### src/rtl/life_gen_sequencer.sv
// rtl/life_gen_sequencer.sv - seed load, generation update and serial drain sequencer for the 64-cell Life array
// Optional generation limit (gen_limit / limit_hit) is built when LIFE_GEN_LIMIT_EN is defined.
module life_gen_sequencer #(
    parameter int N_CELLS  = 64,
    parameter int GEN_W    = 16,
    parameter int PERIOD_W = 16
) (
    input  logic                clock,
    input  logic                reset,
    input  logic                cmd_load,
    input  logic                cmd_step,
    input  logic                cmd_run,
    input  logic                cmd_pause,
    input  logic [PERIOD_W-1:0] run_period,
    input  logic                load_bit,
    input  logic                load_valid,
    output logic                load_ready,
    output logic                array_shift,
    output logic                array_recirc,
    output logic                array_in,
    output logic                array_update,
    input  logic                array_out,
    output logic                out_bit,
    output logic                out_valid,
    input  logic                out_ready,
    output logic                out_last,
    output logic [GEN_W-1:0]    gen_count,
    output logic                busy,
    output logic                running
`ifdef LIFE_GEN_LIMIT_EN
    ,
    input  logic [GEN_W-1:0]    gen_limit,
    output logic                limit_hit
`endif
);

    localparam int BEAT_W = (N_CELLS > 1) ? $clog2(N_CELLS) : 1;
    localparam logic [BEAT_W-1:0] BEAT_LAST = BEAT_W'(N_CELLS - 1);

    typedef enum logic [2:0] {
        S_IDLE,
        S_LOAD,
        S_UPDATE,
        S_DRAIN,
        S_WAIT
    } state_t;

    state_t              state_q, state_d;
    logic [BEAT_W-1:0]   beat_q, beat_d;
    logic [GEN_W-1:0]    gen_count_q, gen_count_d;
    logic [PERIOD_W-1:0] period_q, period_d;
    logic [PERIOD_W-1:0] wait_q, wait_d;
    logic                running_q, running_d;
    logic                load_ready_q, load_ready_d;
    logic                out_valid_q, out_valid_d;
    logic                recirc_q, recirc_d;
    logic                update_q, update_d;
    logic                last_q, last_d;
    logic                busy_q, busy_d;
    logic                limit_hit_q, limit_hit_d;
    logic                load_acc;
    logic                out_acc;
    logic                keep_running;

    assign load_acc = load_ready_q & load_valid;
    assign out_acc  = out_valid_q & out_ready;

    // Handshake-qualified strobes stay combinational so a beat moves in the cycle it is accepted.
    assign array_shift  = load_acc | out_acc;
    assign array_in     = load_ready_q & load_bit;
    assign array_recirc = recirc_q;
    assign array_update = update_q;
    assign out_bit      = out_valid_q & array_out;
    assign out_valid    = out_valid_q;
    assign out_last     = last_q;
    assign load_ready   = load_ready_q;
    assign gen_count    = gen_count_q;
    assign busy         = busy_q;
    assign running      = running_q;

    always_comb begin
        state_d      = state_q;
        beat_d       = beat_q;
        gen_count_d  = gen_count_q;
        period_d     = period_q;
        wait_d       = wait_q;
        running_d    = running_q;
        limit_hit_d  = 1'b0;
        keep_running = 1'b0;

        if (cmd_pause) begin
            running_d = 1'b0;
        end

        case (state_q)
            S_IDLE: begin
                if (cmd_pause) begin
                    state_d = S_IDLE;
                end else if (cmd_load) begin
                    state_d     = S_LOAD;
                    beat_d      = '0;
                    gen_count_d = '0;
                end else if (cmd_step) begin
                    state_d = S_UPDATE;
                end else if (cmd_run) begin
                    state_d   = S_UPDATE;
                    running_d = 1'b1;
                    period_d  = run_period;
                end
            end
            S_LOAD: begin
                if (load_acc) begin
                    beat_d = beat_q + BEAT_W'(1);
                    if (beat_q == BEAT_LAST) begin
                        state_d = S_IDLE;
                    end
                end
            end
            S_UPDATE: begin
                gen_count_d = gen_count_q + GEN_W'(1);
                beat_d      = '0;
                state_d     = S_DRAIN;
            end
            S_DRAIN: begin
                if (out_acc) begin
                    beat_d = beat_q + BEAT_W'(1);
                    if (beat_q == BEAT_LAST) begin
                        keep_running = running_d;
`ifdef LIFE_GEN_LIMIT_EN
                        if (running_d && (gen_limit != '0) && (gen_count_q == gen_limit)) begin
                            keep_running = 1'b0;
                            running_d    = 1'b0;
                            limit_hit_d  = 1'b1;
                        end
`endif
                        if (!keep_running) begin
                            state_d = S_IDLE;
                        end else if (period_q == '0) begin
                            state_d = S_UPDATE;
                        end else begin
                            state_d = S_WAIT;
                            wait_d  = period_q;
                        end
                    end
                end
            end
            S_WAIT: begin
                if (cmd_pause) begin
                    state_d = S_IDLE;
                end else if (wait_q == '0) begin
                    state_d = S_UPDATE;
                end else begin
                    wait_d = wait_q - PERIOD_W'(1);
                end
            end
            default: begin
                state_d = S_IDLE;
            end
        endcase

        // Outputs are decoded from the next state so they come straight off flops.
        load_ready_d = (state_d == S_LOAD);
        out_valid_d  = (state_d == S_DRAIN);
        recirc_d     = (state_d == S_DRAIN);
        update_d     = (state_d == S_UPDATE);
        last_d       = (state_d == S_DRAIN) && (beat_d == BEAT_LAST);
        busy_d       = (state_d != S_IDLE);
    end

    always_ff @(posedge clock) begin
        if (reset) begin
            state_q      <= S_IDLE;
            beat_q       <= '0;
            gen_count_q  <= '0;
            period_q     <= '0;
            wait_q       <= '0;
            running_q    <= 1'b0;
            load_ready_q <= 1'b0;
            out_valid_q  <= 1'b0;
            recirc_q     <= 1'b0;
            update_q     <= 1'b0;
            last_q       <= 1'b0;
            busy_q       <= 1'b0;
            limit_hit_q  <= 1'b0;
        end else begin
            state_q      <= state_d;
            beat_q       <= beat_d;
            gen_count_q  <= gen_count_d;
            period_q     <= period_d;
            wait_q       <= wait_d;
            running_q    <= running_d;
            load_ready_q <= load_ready_d;
            out_valid_q  <= out_valid_d;
            recirc_q     <= recirc_d;
            update_q     <= update_d;
            last_q       <= last_d;
            busy_q       <= busy_d;
            limit_hit_q  <= limit_hit_d;
        end
    end

`ifdef LIFE_GEN_LIMIT_EN
    assign limit_hit = limit_hit_q;
`else
    logic unused_limit;
    assign unused_limit = limit_hit_q;
`endif

endmodule
### config.mk
export PLATFORM = sky130hd
export DESIGN_NAME = life_gen_sequencer
export DESIGN_NICKNAME = d
export VERILOG_FILES = /design/src/rtl/life_gen_sequencer.sv
export SDC_FILE = /design/constraint.sdc
export NUM_CORES = 1
export LEC_CHECK = 0
export CAP_MARGIN = 10
export CELL_PAD_IN_SITES_DETAIL_PLACEMENT = 1
export CELL_PAD_IN_SITES_GLOBAL_PLACEMENT = 1
export CORE_AREA = 3 3 95 97
export DETAILED_ROUTE_END_ITERATION = 8
export DIE_AREA = 0 0 98 100
export PLACE_DENSITY_LB_ADDON = 0.1
export SLEW_MARGIN = 20
export SYNTH_ARGS = -nofsm -noshare
export SYNTH_HDL_FRONTEND = slang
export SYNTH_SLANG_ARGS = --single-unit
export TNS_END_PERCENT = 30
### constraint.sdc
create_clock -name clock -period 2.9 [get_ports clock]
set_input_delay 0.29 -clock clock [delete_from_list [all_inputs] [get_ports clock]]
set_output_delay 0.29 -clock clock [all_outputs]
set_load 0.01 [all_outputs]
# Word-level counts from Yosys, hierarchy flattened

Cells that the tools add are included.

$add $sub $neg: 3
Equal/unequal tests: 17
Mux-type cells: 34
Bitwise gates (word level): 8
Reduce and logical (&&, ||, !) cells: 10

Operator list:

| operator                                                             | number |
|---|---|
| 16-bit two-way mux                                                   | 8 |
| 16-bit case mux with 2 select lines                                  | 2 |
| 3-bit two-way mux                                                    | 12 |
| 16-bit logical NOT                                                   | 2 |
| 6-bit two-way mux                                                    | 4 |
| 6-bit case mux with 4 select lines                                   | 1 |
| 16-bit by 1-bit adder with 16-bit output, second input constant      | 1 |
| 16-bit by 1-bit subtractor with 16-bit output, second input constant | 1 |
| 3-bit case mux with 5 select lines                                   | 1 |
| 2-bit != test, second input constant                                 | 7 |
| 3-bit by 2-bit == test with 1-bit output, second input constant      | 4 |
| 6-bit == test, second input constant                                 | 2 |
| 7-bit AND reduction                                                  | 1 |
| 6-bit by 1-bit adder with 6-bit output, second input constant        | 1 |
| 3-bit by 1-bit == test with 1-bit output, second input constant      | 2 |
| 1-bit two-way mux                                                    | 6 |
| 5-bit AND reduction                                                  | 1 |
| 1-bit AND                                                            | 4 |
| 2-bit nonzero test                                                   | 2 |
| 3-bit == test, second input constant                                 | 1 |
| 3-bit logical NOT                                                    | 1 |
| 1-bit NOT                                                            | 3 |
| 3-bit AND reduction                                                  | 1 |
| 3-bit nonzero test                                                   | 1 |
| 3 further kinds                                                      | 3 |

Bits in registers: 63
Bits of input ports: 26
Output and inout port bits: 26
Word-level logic and storage cells: 83

# Longest topological paths before layout

Gate-level depths: netlist of run 1.

Depth after elaboration: 8
Depth in mapped cells: 9
Depth with buffers taken out: 7

# Worst setup path before layout of run 1

Ideal clock, no wire load.

Path type: register -> register
From: register wait_q[0]
To: register wait_q[1]
Setup time: 0.072 ns
Arrival: 2.335 ns
Data required time: 2.828 ns
Slack: 0.494 ns
Stages on the path, launching flop included: 10
Buffers on the path: 2
Period minus slack after synthesis: 2.406 ns
Cell sequence: dfxtp_1 -> inv_1 -> ha_1 -> or4b_2 -> nand2b_1 -> o31ai_4 -> a22o_1 -> buf_6 -> buf_6 -> mux2i_1

Cells in the longest elaborated chain, start to end: 4
Elaborated cells on any way between the ends: 7
Those cells by class: add/sub (1); eq/ne (1); mux (3); reduce/logical (2)

RTL lines:

| what                                          | RTL line | RTL |
|---|---|---|
| from (decl)                                   | 52       | `logic [PERIOD_W-1:0] wait_q, wait_d;` |
| from (signal assigned)                        | 190      | `wait_q <= wait_d;` |
| 16-bit by 1-bit subtractor with 16-bit output | 153      | `wait_d = wait_q - PERIOD_W'(1);` |
| 16-bit two-way mux                            | 150      | `end else if (wait_q == '0) begin` |
| 16-bit two-way mux                            | 148      | `if (cmd_pause) begin` |
| 16-bit case mux with 2 select lines           | 95       | `case (state_q)` |

Several ways; a longest one is shown, not always the timed one. The select of a mux whose other input is x is not followed.
A chain may end at the register's enable or synchronous reset.

# Worst setup path in the final report of run 1

From: register wait_q[0]
To: register wait_q[4]

Same word-level chain as after synthesis.

==> metrics.cfg, run 1 <==
[critical_path]
crit_slowest_cell = or4b_2
crit_path_cell_trace = inv_1 > ha_1 > or4b_2 > nand2b_1 > buf_4 > o31ai_4 > buf_4 > a22oi_1 > o32ai_1
worstPathRequired_ns = 3.14
crit_type = flop to flop
r2r_slack_ns = 0.37
crit_family = simple AND/OR/NAND/NOR gates
start_kind = flop
cp.arrival_ns = 2.77
cp_max_fo = 8
cpPeakStageDelay_ns = 0.61
crit_path_end_kind = flop
crit_buf_inv = 3
cpMostUsedCell = buf_4

[clock_tree]
cts.sinks = 63
cts_max_level = 3
path_clk_slew_ns = 0.07
insertion_delay_ns = 0.35
cts.repair.resized = 0
cts_tree = yes
cts-root-buf = clkbuf_8
hold_buffers = 0
clock_path_buffers = 2
cts_setup_buffers = 0
cts_buffers = 9

[timing]
slew_headroom_pct = 46.2
finalMaxSlewViolations = 0
clock.fmax_ghz = 0.396
fin_crit_sh_pct = 87.1
setup-tns-final_ns = 0
fin_skew_ns = 0.0103
fin_ws_ns = 0.373
worstMarginPinSlew_ns = 0.800
finalCriticalPeriod_ns = 2.53
rsz0062_at_grt = false
hold_violations = 0
setup_violations = 0

[die]
die_w_um = 98
coreArea_mm2 = 0.00822
num_rows = 33
die_h_um = 100
start_util_pct = 39.5
die_area_mm2 = 0.00980
ios = 52

[run_status]
outcome = completed

[routing]
firstDrtPassIters = 4
avgViaCountPerCell = 5.70
wl_per_cell_um = 17.4
vias = 3200
wl_um = 9740
drcViolationCount = 0
drt_iter0_markers = 62
drtAntennaViolNets = 0

[finish]
num_antenna_cells = 0
synthToLayoutAreaGrowth_pct = 25.3
drive_above_1_share_pct = 8.55
fin_cells = 561
nets = 480

[logic_synthesis]
syn_area_mm2 = 0.00325
synth_edf_count = 0
synth_warnings = 0
yosysSeqAreaShare_pct = 38.9
synth_area_leader_cell = dfxtp_1
ys_top_cells_by_count = 63 x dfxtp_1, 47 x nor2_1, 42 x a21oi_1, 34 x nand2_1, 20 x clkbuf_1
syn_inst = 401
async_flop_share_pct = 0
synth_top_flop_cell = dfxtp_1
synth_cell_types = 55
synth_top_area_share_pct = 38.9
synthTopCellsByArea = dfxtp_1 39%, a21oi_1 6.5%, mux2i_1 5.9%
synth_nets = 430
yosysMostFrequentCell = dfxtp_1
synth-seq-cells = 63
synth_area_per_cell_um2 = 8.09

[hold_path]
hold_class = flop to flop

[global_route]
grt_pass1_wl_um = 16400
first_global_vias = 3287
grt_usage_pct = 20.5
grt-ovfl-total = 0
grt_max_degree = 39
antenna_found_initial = 0

[placed_design]
port_buffers = 51
place_ws_ns = 0.414
gp_congestion = 0.860
place_inst = 545
place_hpwl_um = 6930

[power_and_ir_drop]
powerDensity_mw_per_mm2 = 448
power.leakage_nw = 1.50
max-vdd-ir-drop_v = 0.000179

[flow_run]
max_cap_violations = 0

-- layout by cell type, fill, tap and decap left out, types with 6 or more instances in the layout --
cell             synthesis  final
xnor2_1                 10     10
dfxtp_1                 63     63
clkbuf_8                 0      9
clkdlybuf4s50_1          0     51
buf_4                    1     15
o32ai_1                 14     14
nand3_1                 12     12
a211oi_1                 6      6
inv_1                   16     16
nor3_1                  19     19
nand2_1                 34     34
o21ai_0                  9      9
a21oi_1                 42     42
nor4_1                  13     13
nor2_1                  47     47
mux2i_1                 19     19
-- path summary, 6_finish.rpt --
| path | startpoint | to | cells past startpoint |
|---|---|---|---|
| worst min-delay path | wait_q[15]$_SDFFE_PP0P_ | wait_q[15]$_SDFFE_PP0P_ | 2 |
| worst max-delay path | wait_q[0]$_SDFFE_PP0P_ | wait_q[4]$_SDFFE_PP0P_ | 9 |
| worst min register to register | wait_q[15]$_SDFFE_PP0P_ | wait_q[15]$_SDFFE_PP0P_ | 2 |
| worst max register to register | wait_q[0]$_SDFFE_PP0P_ | wait_q[4]$_SDFFE_PP0P_ | 9 |
-- tightest hold or removal path, cell delays in order (launching register included) --
cell	delay (ns)
dfxtp_1	0.31
nand2_1	0.05
o32ai_1	0.06
-- where the power goes --
part | internal (mW) | switching (mW) | leakage, nW
logic | 0.0842 | 0.0872 | 0.901
clock network | 0.397 | 0.356 | 0.0895
registers | 0.879 | 0.0184 | 0.509
-- per-layer routing --
layer | routed length (um) | track usage [%]
met4 | 199 | 8.52
met2 | 4840 | 35.4
met3 | 288 | 2.92
met5 | 0 | 0
met1 | 4410 | 25.8
-- flip-flops by register name, summed over array words and instances, names as in the netlist --
signal        cells
gen_count        16
state_q           3
running           1
array_update      1
array_recirc      1
busy              1
period_q         16
out_last          1
load_ready        1
beat_q            6
wait_q           16
-- through the flow --
stage / instance area, um2 / hold WS (ns) / total power [mW] / util [%]
final: 4070 / 0.477 / 1.82 / 49.5
after global routing: 4070 / 0.509 / 1.90 / 49.5
after CTS: 4070 / 0.486 / 1.85 / 49.5
after detailed placement: 3880 / 0.474 / 1.09 / 47.2
after global placement: 3880 / 0.450 / 1.08 / 47.2
after floorplan: 3250 / 0.434 / 0.998 / -
-- kinds of logic after synthesis --
| logic type | synth area share, % |
|---|---|
| AND/OR/NAND/NOR | 24.7 |
| AO/OA/AOI/OAI | 20.4 |
| flip-flops | 38.9 |
| buffers and inverters | 5.74 |
| multiplexers | 6.21 |
| XOR/XNOR | 2.97 |
| adder cells (fa/ha/maj) | 1.16 |
-- cell type report --
class,count,area (um2)
well taps,105,131
clock buffers,11,131
fillers,985,4150
repair buffers,66,623
flip-flops and latches,63,1260
multi-input cells,294,1800
clock inverters,5,58.8
inverters,17,63.8
(Power assumes the default switching activity.)
==> run 2: changes to the inputs <==
Settings changed: CORE_AREA 3 3 95 97 to 2 2 94 96, DIE_AREA 0 0 98 100 to 0 0 96 98.
==> run 2 against run 1 <==
  * First-iteration DRC count is 110% higher
  * Die area is 4.0% lower
  * Sequential share of layout area is 0.057 points higher
  * Via count is 1.1% lower
  * Global-route usage is 0.79 points higher
  * Maximum frequency is 2.2% lower
  * Wire length is 1.8% lower
  * Clock skew is 0.0011 ns higher
  * Combinational power hardly changed
  * Critical path type unchanged
  * Largest cell class unchanged
  * Largest power group unchanged
==> metrics.cfg, run 2 (synthesis gave the netlist of run 1 again) <==
[run_status]
outcome = completed  ; unchanged

[timing]
setup_violations = 0  ; unchanged
fin_skew_ns = 0.0114  ; was 0.0103 ns
setup-tns-final_ns = 0  ; unchanged
rsz0062_at_grt = false  ; unchanged
worstMarginPinSlew_ns = 0.794  ; was 0.800 ns
finalMaxSlewViolations = 0  ; unchanged
hold_violations = 0  ; unchanged
slew_headroom_pct = 46.6  ; was 46.2%
finalCriticalPeriod_ns = 2.58  ; was 2.53 ns
fin_crit_sh_pct = 89.1  ; was 87.1%
clock.fmax_ghz = 0.387  ; was 0.396 GHz
hold_ws_ns = 0.471  ; was 0.477 ns

[finish]
num_antenna_cells = 0  ; unchanged
layout_common_cells = 63 x dfxtp_1, 51 x clkdlybuf4s50_1, 47 x nor2_1  ; unchanged
final_common_cell = dfxtp_1  ; unchanged
fin_util_pct = 48.0  ; was 49.5%
drive_above_1_share_pct = 7.96  ; was 8.55%
nets = 476  ; was 480
fin_cells = 560  ; was 561
synthToLayoutAreaGrowth_pct = 25.1  ; was 25.3%

[routing]
vias = 3164  ; was 3200
avgViaCountPerCell = 5.65  ; was 5.70
drt_iter0_markers = 129  ; was 62
firstDrtPassIters = 4  ; unchanged
drtAntennaViolNets = 0  ; unchanged
wl_per_cell_um = 17.1  ; was 17.4 um
drcViolationCount = 0  ; unchanged
wl_um = 9570  ; was 9740 um

[critical_path]
start_kind = flop  ; unchanged
cp_max_fo = 16  ; was 8
crit_slowest_cell = or4b_2  ; unchanged
cpPeakStageDelay_ns = 0.60  ; was 0.61 ns
crit_family = simple AND/OR/NAND/NOR gates  ; unchanged
crit_path_end_kind = flop  ; unchanged
worstPathRequired_ns = 3.17  ; was 3.14 ns
crit_type = flop to flop  ; unchanged
crit_path_cell_trace = inv_1 > ha_1 > or4b_2 > nand2b_1 > o31ai_4 > a22o_1 > buf_4 > mux2i_1  ; was inv_1 > ha_1 > or4b_2 > nand2b_1 > buf_4 > o31ai_4 > buf_4 > a22oi_1 > o32ai_1
crit_buf_inv = 2  ; was 3
cp.arrival_ns = 2.85  ; was 2.77 ns

[global_route]
antenna_found_initial = 0  ; unchanged
first_global_vias = 3210  ; was 3287
grt-ovfl-total = 0  ; unchanged
grt_pass1_wl_um = 15800  ; was 16400 um
grt_usage_pct = 21.3  ; was 20.5%
grt_max_degree = 39  ; unchanged

[die]
die_area_mm2 = 0.00941  ; was 0.00980 mm2
num_rows = 34  ; was 33
ios = 52  ; unchanged
die_w_um = 96  ; was 98 um
start_util_pct = 38.3  ; was 39.5%
die_h_um = 98  ; was 100 um
coreArea_mm2 = 0.00847  ; was 0.00822 mm2

[placed_design]
place_hpwl_um = 6790  ; was 6930 um
place_inst = 544  ; was 545
gp_congestion = 0.810  ; was 0.860
port_buffers = 51  ; unchanged

[clock_tree]
cts_buffers = 9  ; unchanged
path_clk_slew_ns = 0.06  ; was 0.07 ns
clock_path_buffers = 2  ; unchanged
cts.sinks = 63  ; unchanged
insertion_delay_ns = 0.35  ; about the same
cts_max_level = 3  ; unchanged
cts_tree = yes  ; unchanged
cts.repair.resized = 0  ; unchanged
cts-root-buf = clkbuf_8  ; unchanged
cts_setup_buffers = 0  ; unchanged
hold_buffers = 0  ; unchanged

[power_and_ir_drop]
max-vdd-ir-drop_v = 0.000245  ; was 0.000179 V
power.leakage_nw = 1.50  ; about the same
powerDensity_mw_per_mm2 = 463  ; was 448 mW/mm2

[hold_path]
hold_class = flop to flop  ; unchanged

[flow_run]
max_cap_violations = 0  ; unchanged

## run 2: power by group
group	switching, mW	internal (mW)	total, mW
logic	0.0879	0.0842	0.172
clock network	0.344	0.465	0.809
registers	0.0181	0.879	0.897
## run 2: through the flow
step	worst slack (ns)	instance area [um2]	power, mW
after floorplan	0.494	3250	0.998
after global placement	0.441	3850	1.09
after detailed placement	0.366	3850	1.09
after CTS	0.326	4060	1.89
after global routing	0.189	4060	1.95
final	0.317	4060	1.88
## run 2: final cells by class
class,count,area [um2]
Tap cell,108,135
Clock inverter,3,40.0
Fill cell,1029,4410
Timing Repair Buffer,62,593
Sequential cell,63,1260
Clock buffer,13,169
Multi-Input combinational cell,294,1800
Inverter,17,63.8
## run 2: tightest hold or removal path, stage by stage, from the launching register on
cell and delay, ns:
dfxtp_1 0.31, nand2_1 0.06, o32ai_1 0.06
## run 2: per-layer routing
| metal | global-route usage (%) | vias up | routed length (um) |
|---|---|---|---|
| met1 | 27.5 | 1533 | 4500 |
| met5 | 0 | - | 0 |
| li1 | - | 1564 | - |
| met4 | 8.13 | 0 | 106 |
| met3 | 3.24 | 8 | 305 |
| met2 | 35.5 | 59 | 4650 |
## run 2: path summary, 6_finish.rpt
| check | from | endpoint | depth (start not counted) | slack [ns] |
|---|---|---|---|---|
| min | wait_q[9]$_SDFFE_PP0P_ | wait_q[9]$_SDFFE_PP0P_ | 2 | 0.47 |
| max | wait_q[0]$_SDFFE_PP0P_ | wait_q[1]$_SDFFE_PP0P_ | 8 | 0.32 |
| max reg2reg | wait_q[0]$_SDFFE_PP0P_ | wait_q[1]$_SDFFE_PP0P_ | 8 | 0.32 |
| min reg2reg | wait_q[9]$_SDFFE_PP0P_ | wait_q[9]$_SDFFE_PP0P_ | 2 | 0.47 |
==> run 3: changes to the inputs <==
Settings changed: CORE_AREA 2 2 94 96 to 2 2 98 100, DIE_AREA 0 0 96 98 to 0 0 100 102.
Clock period 2.9 ns to 2.1 ns, I/O delays scaled along.
==> run 3 against run 2 <==
  * Cell area grew 11%
  * Utilization grew 1.5 points
  * Flip-flop and latch count is the same
  * The run now ends with negative setup slack left
  * Non-clock buffer count grew 44
  * Sequential power grew 38%
  * First-iteration DRC count shrank 33%
  * Clock power grew 53%
==> metrics.cfg, run 3 (synthesis gave the netlist of run 1 again) <==
[timing]
finalMaxSlewViolations = 0  ; unchanged
finalCriticalPeriod_ns = 2.22  ; was 2.58 ns
setup-tns-final_ns = -1.62  ; was 0 ns
rsz0062_at_grt = true  ; was false
hold_violations = 0  ; unchanged
setup_violations = 21  ; was 0
fin_ws_ns = -0.116  ; was 0.317 ns
fin_skew_ns = 0.0129  ; was 0.0114 ns
worstMarginPinSlew_ns = 0.483  ; was 0.794 ns
clock.fmax_ghz = 0.451  ; was 0.387 GHz
slew_headroom_pct = 67.5  ; was 46.6%
fin_crit_sh_pct = 106  ; was 89.1%

[die]
die_w_um = 100  ; was 96 um
ios = 52  ; unchanged
num_rows = 35  ; was 34
die_h_um = 102  ; was 98 um
coreArea_mm2 = 0.00911  ; was 0.00847 mm2
die_area_mm2 = 0.0102  ; was 0.00941 mm2
start_util_pct = 35.6  ; was 38.3%

[power_and_ir_drop]
power.leakage_nw = 1.73  ; was 1.50 nW
max-vdd-ir-drop_v = 0.000250  ; was 0.000245 V
power_mw = 2.73  ; was 1.88 mW
powerDensity_mw_per_mm2 = 607  ; was 463 mW/mm2

[routing]
avgViaCountPerCell = 5.48  ; was 5.65
wl_per_cell_um = 16.2  ; was 17.1 um
wl_um = 9850  ; was 9570 um
drtAntennaViolNets = 0  ; unchanged
drt_iter0_markers = 86  ; was 129
drcViolationCount = 0  ; unchanged
firstDrtPassIters = 5  ; was 4
vias = 3329  ; was 3164

[global_route]
antenna_found_initial = 0  ; unchanged
grt-ovfl-total = 0  ; unchanged
first_global_vias = 3328  ; was 3210
grt_usage_pct = 20.4  ; was 21.3%
grt_max_degree = 39  ; unchanged
grt_pass1_wl_um = 16500  ; was 15800 um

[clock_tree]
cts_tree = yes  ; unchanged
hold_buffers = 0  ; unchanged
insertion_delay_ns = 0.35  ; about the same
cts_max_level = 3  ; unchanged
cts-root-buf = clkbuf_8  ; unchanged
clock_path_buffers = 2  ; unchanged
cts_buffers = 9  ; unchanged
cts.sinks = 63  ; unchanged
path_clk_slew_ns = 0.08  ; was 0.06 ns

[hold_path]
hold_depth = 3  ; was 2
whs_endpoint = period_q[15]$_SDFFE_PP0P_  ; was wait_q[9]$_SDFFE_PP0P_
hold_start = run_period[15]  ; was wait_q[9]$_SDFFE_PP0P_
hold_class = input pin to flop  ; was flop to flop

[finish]
num_antenna_cells = 0  ; unchanged
n_fill_cell = 1097  ; was 1029
drive_above_1_share_pct = 18.3  ; was 7.96%
nets = 520  ; was 476
synthToLayoutAreaGrowth_pct = 38.9  ; was 25.1%
layout_common_cells = 62 x dfxtp_1, 51 x clkdlybuf4s50_1, 50 x buf_4  ; was 63 x dfxtp_1, 51 x clkdlybuf4s50_1, 47 x nor2_1
final_common_cell = dfxtp_1  ; unchanged
fin_area_mm2 = 0.00451  ; was 0.00406 mm2

[critical_path]
cp_max_fo = 4  ; was 16
worstPathRequired_ns = 2.37  ; was 3.17 ns
crit_path_end_kind = flop  ; unchanged
cp.arrival_ns = 2.48  ; was 2.85 ns
start_kind = flop  ; unchanged
r2r_start = wait_q[8]$_SDFFE_PP0P_  ; was wait_q[0]$_SDFFE_PP0P_
r2r-end = busy$_SDFF_PP0_  ; was wait_q[1]$_SDFFE_PP0P_
r2r_slack_ns = -0.12  ; was 0.32 ns
crit_type = flop to flop  ; unchanged
reg2reg_depth = 7  ; was 8

[placed_design]
port_buffers = 51  ; unchanged
place_hpwl_um = 7190  ; was 6790 um
gp_congestion = 0.770  ; was 0.810
place_ws_ns = -0.206  ; was 0.366 ns
post_dp_cell_area_mm2 = 0.00419  ; was 0.00385 mm2

[run_status]
violations = negative setup slack
outcome = finished, violations left  ; was completed

[flow_run]
max_cap_violations = 0  ; unchanged

run 3: cell types whose count changed in the layout (fill, tap and decap cells not counted), sizes merged:
cell,previous run,this run
inv,16,17
clkinvlp,0,2
buf,11,55
clkinv,3,2
bufinv,1,2
clkbuf,13,10
run 3: area by class of cell:
class                           instances  area [um2]  area share [%]
Tap cell                              111         139            3.08
Timing Repair Buffer                  106         951            21.1
Sequential cell                        63        1260            28.0
Inverter                               17        63.8            1.42
Multi-Input combinational cell        294        1860            41.3
Clock inverter                          6        92.6            2.05
Clock buffer                           10         138            3.05
run 3: worst max path at each step:
stage | start | endpoint | slack, ns
after detailed placement | wait_q[0]$_SDFFE_PP0P_ | out_last$_SDFF_PP0_ | -0.21
final | wait_q[8]$_SDFFE_PP0P_ | busy$_SDFF_PP0_ | -0.12
after CTS | wait_q[8]$_SDFFE_PP0P_ | wait_q[1]$_SDFFE_PP0P_ | -0.13
after floorplan | wait_q[8]$_SDFFE_PP0P_ | wait_q[1]$_SDFFE_PP0P_ | -0.26
after global routing | wait_q[8]$_SDFFE_PP0P_ | busy$_SDFF_PP0_ | -0.19
after global placement | wait_q[0]$_SDFFE_PP0P_ | out_last$_SDFF_PP0_ | -0.16
run 3: power breakdown:
group	total [mW]	switching (mW)	internal, mW	leakage, nW
sequential	1.24	0.0229	1.21	0.509
combinational	0.263	0.128	0.135	1.12
clock	1.24	0.529	0.706	0.109
run 3: what timing repair did:
| item | in CTS | in global routing |
|---|---|---|
| setup buffers | 1 | 0 |
| pin swaps | 3 | 4 |
| endpoints found under the setup margin | 23 | 23 |
| resized for setup | 7 | 10 |
| endpoints found under the hold margin | 0 | 0 |
run 3: through the flow:
stage	utilization, %	std cells	hold WS, ns
final	49.5	607	0.464
after global routing	49.5	607	0.462
after CTS	49.0	607	0.458
after detailed placement	46.0	590	0.460
after global placement	46.0	590	0.448
after floorplan	-	401	0.354
run 3: metal layers:
| metal | part of all wire (%) | vias to the layer above | global-route usage, % |
|---|---|---|---|
| li1 | - | 1648 | - |
| met1 | 47 | 1615 | 25.7 |
| met2 | 48 | 51 | 35.1 |
| met3 | 2.7 | 15 | 3.21 |
| met4 | 2.0 | 0 | 8.43 |
| met5 | 0 | - | 0 |
run 3: worst max-delay path: stages (launching register included):
cell and delay [ns]:
dfxtp_1 0.32, or4_4 0.54, or4_4 0.48, buf_6 0.15, nor4b_4 0.19, buf_4 0.16
nor3_2 0.06, a31oi_2 0.24
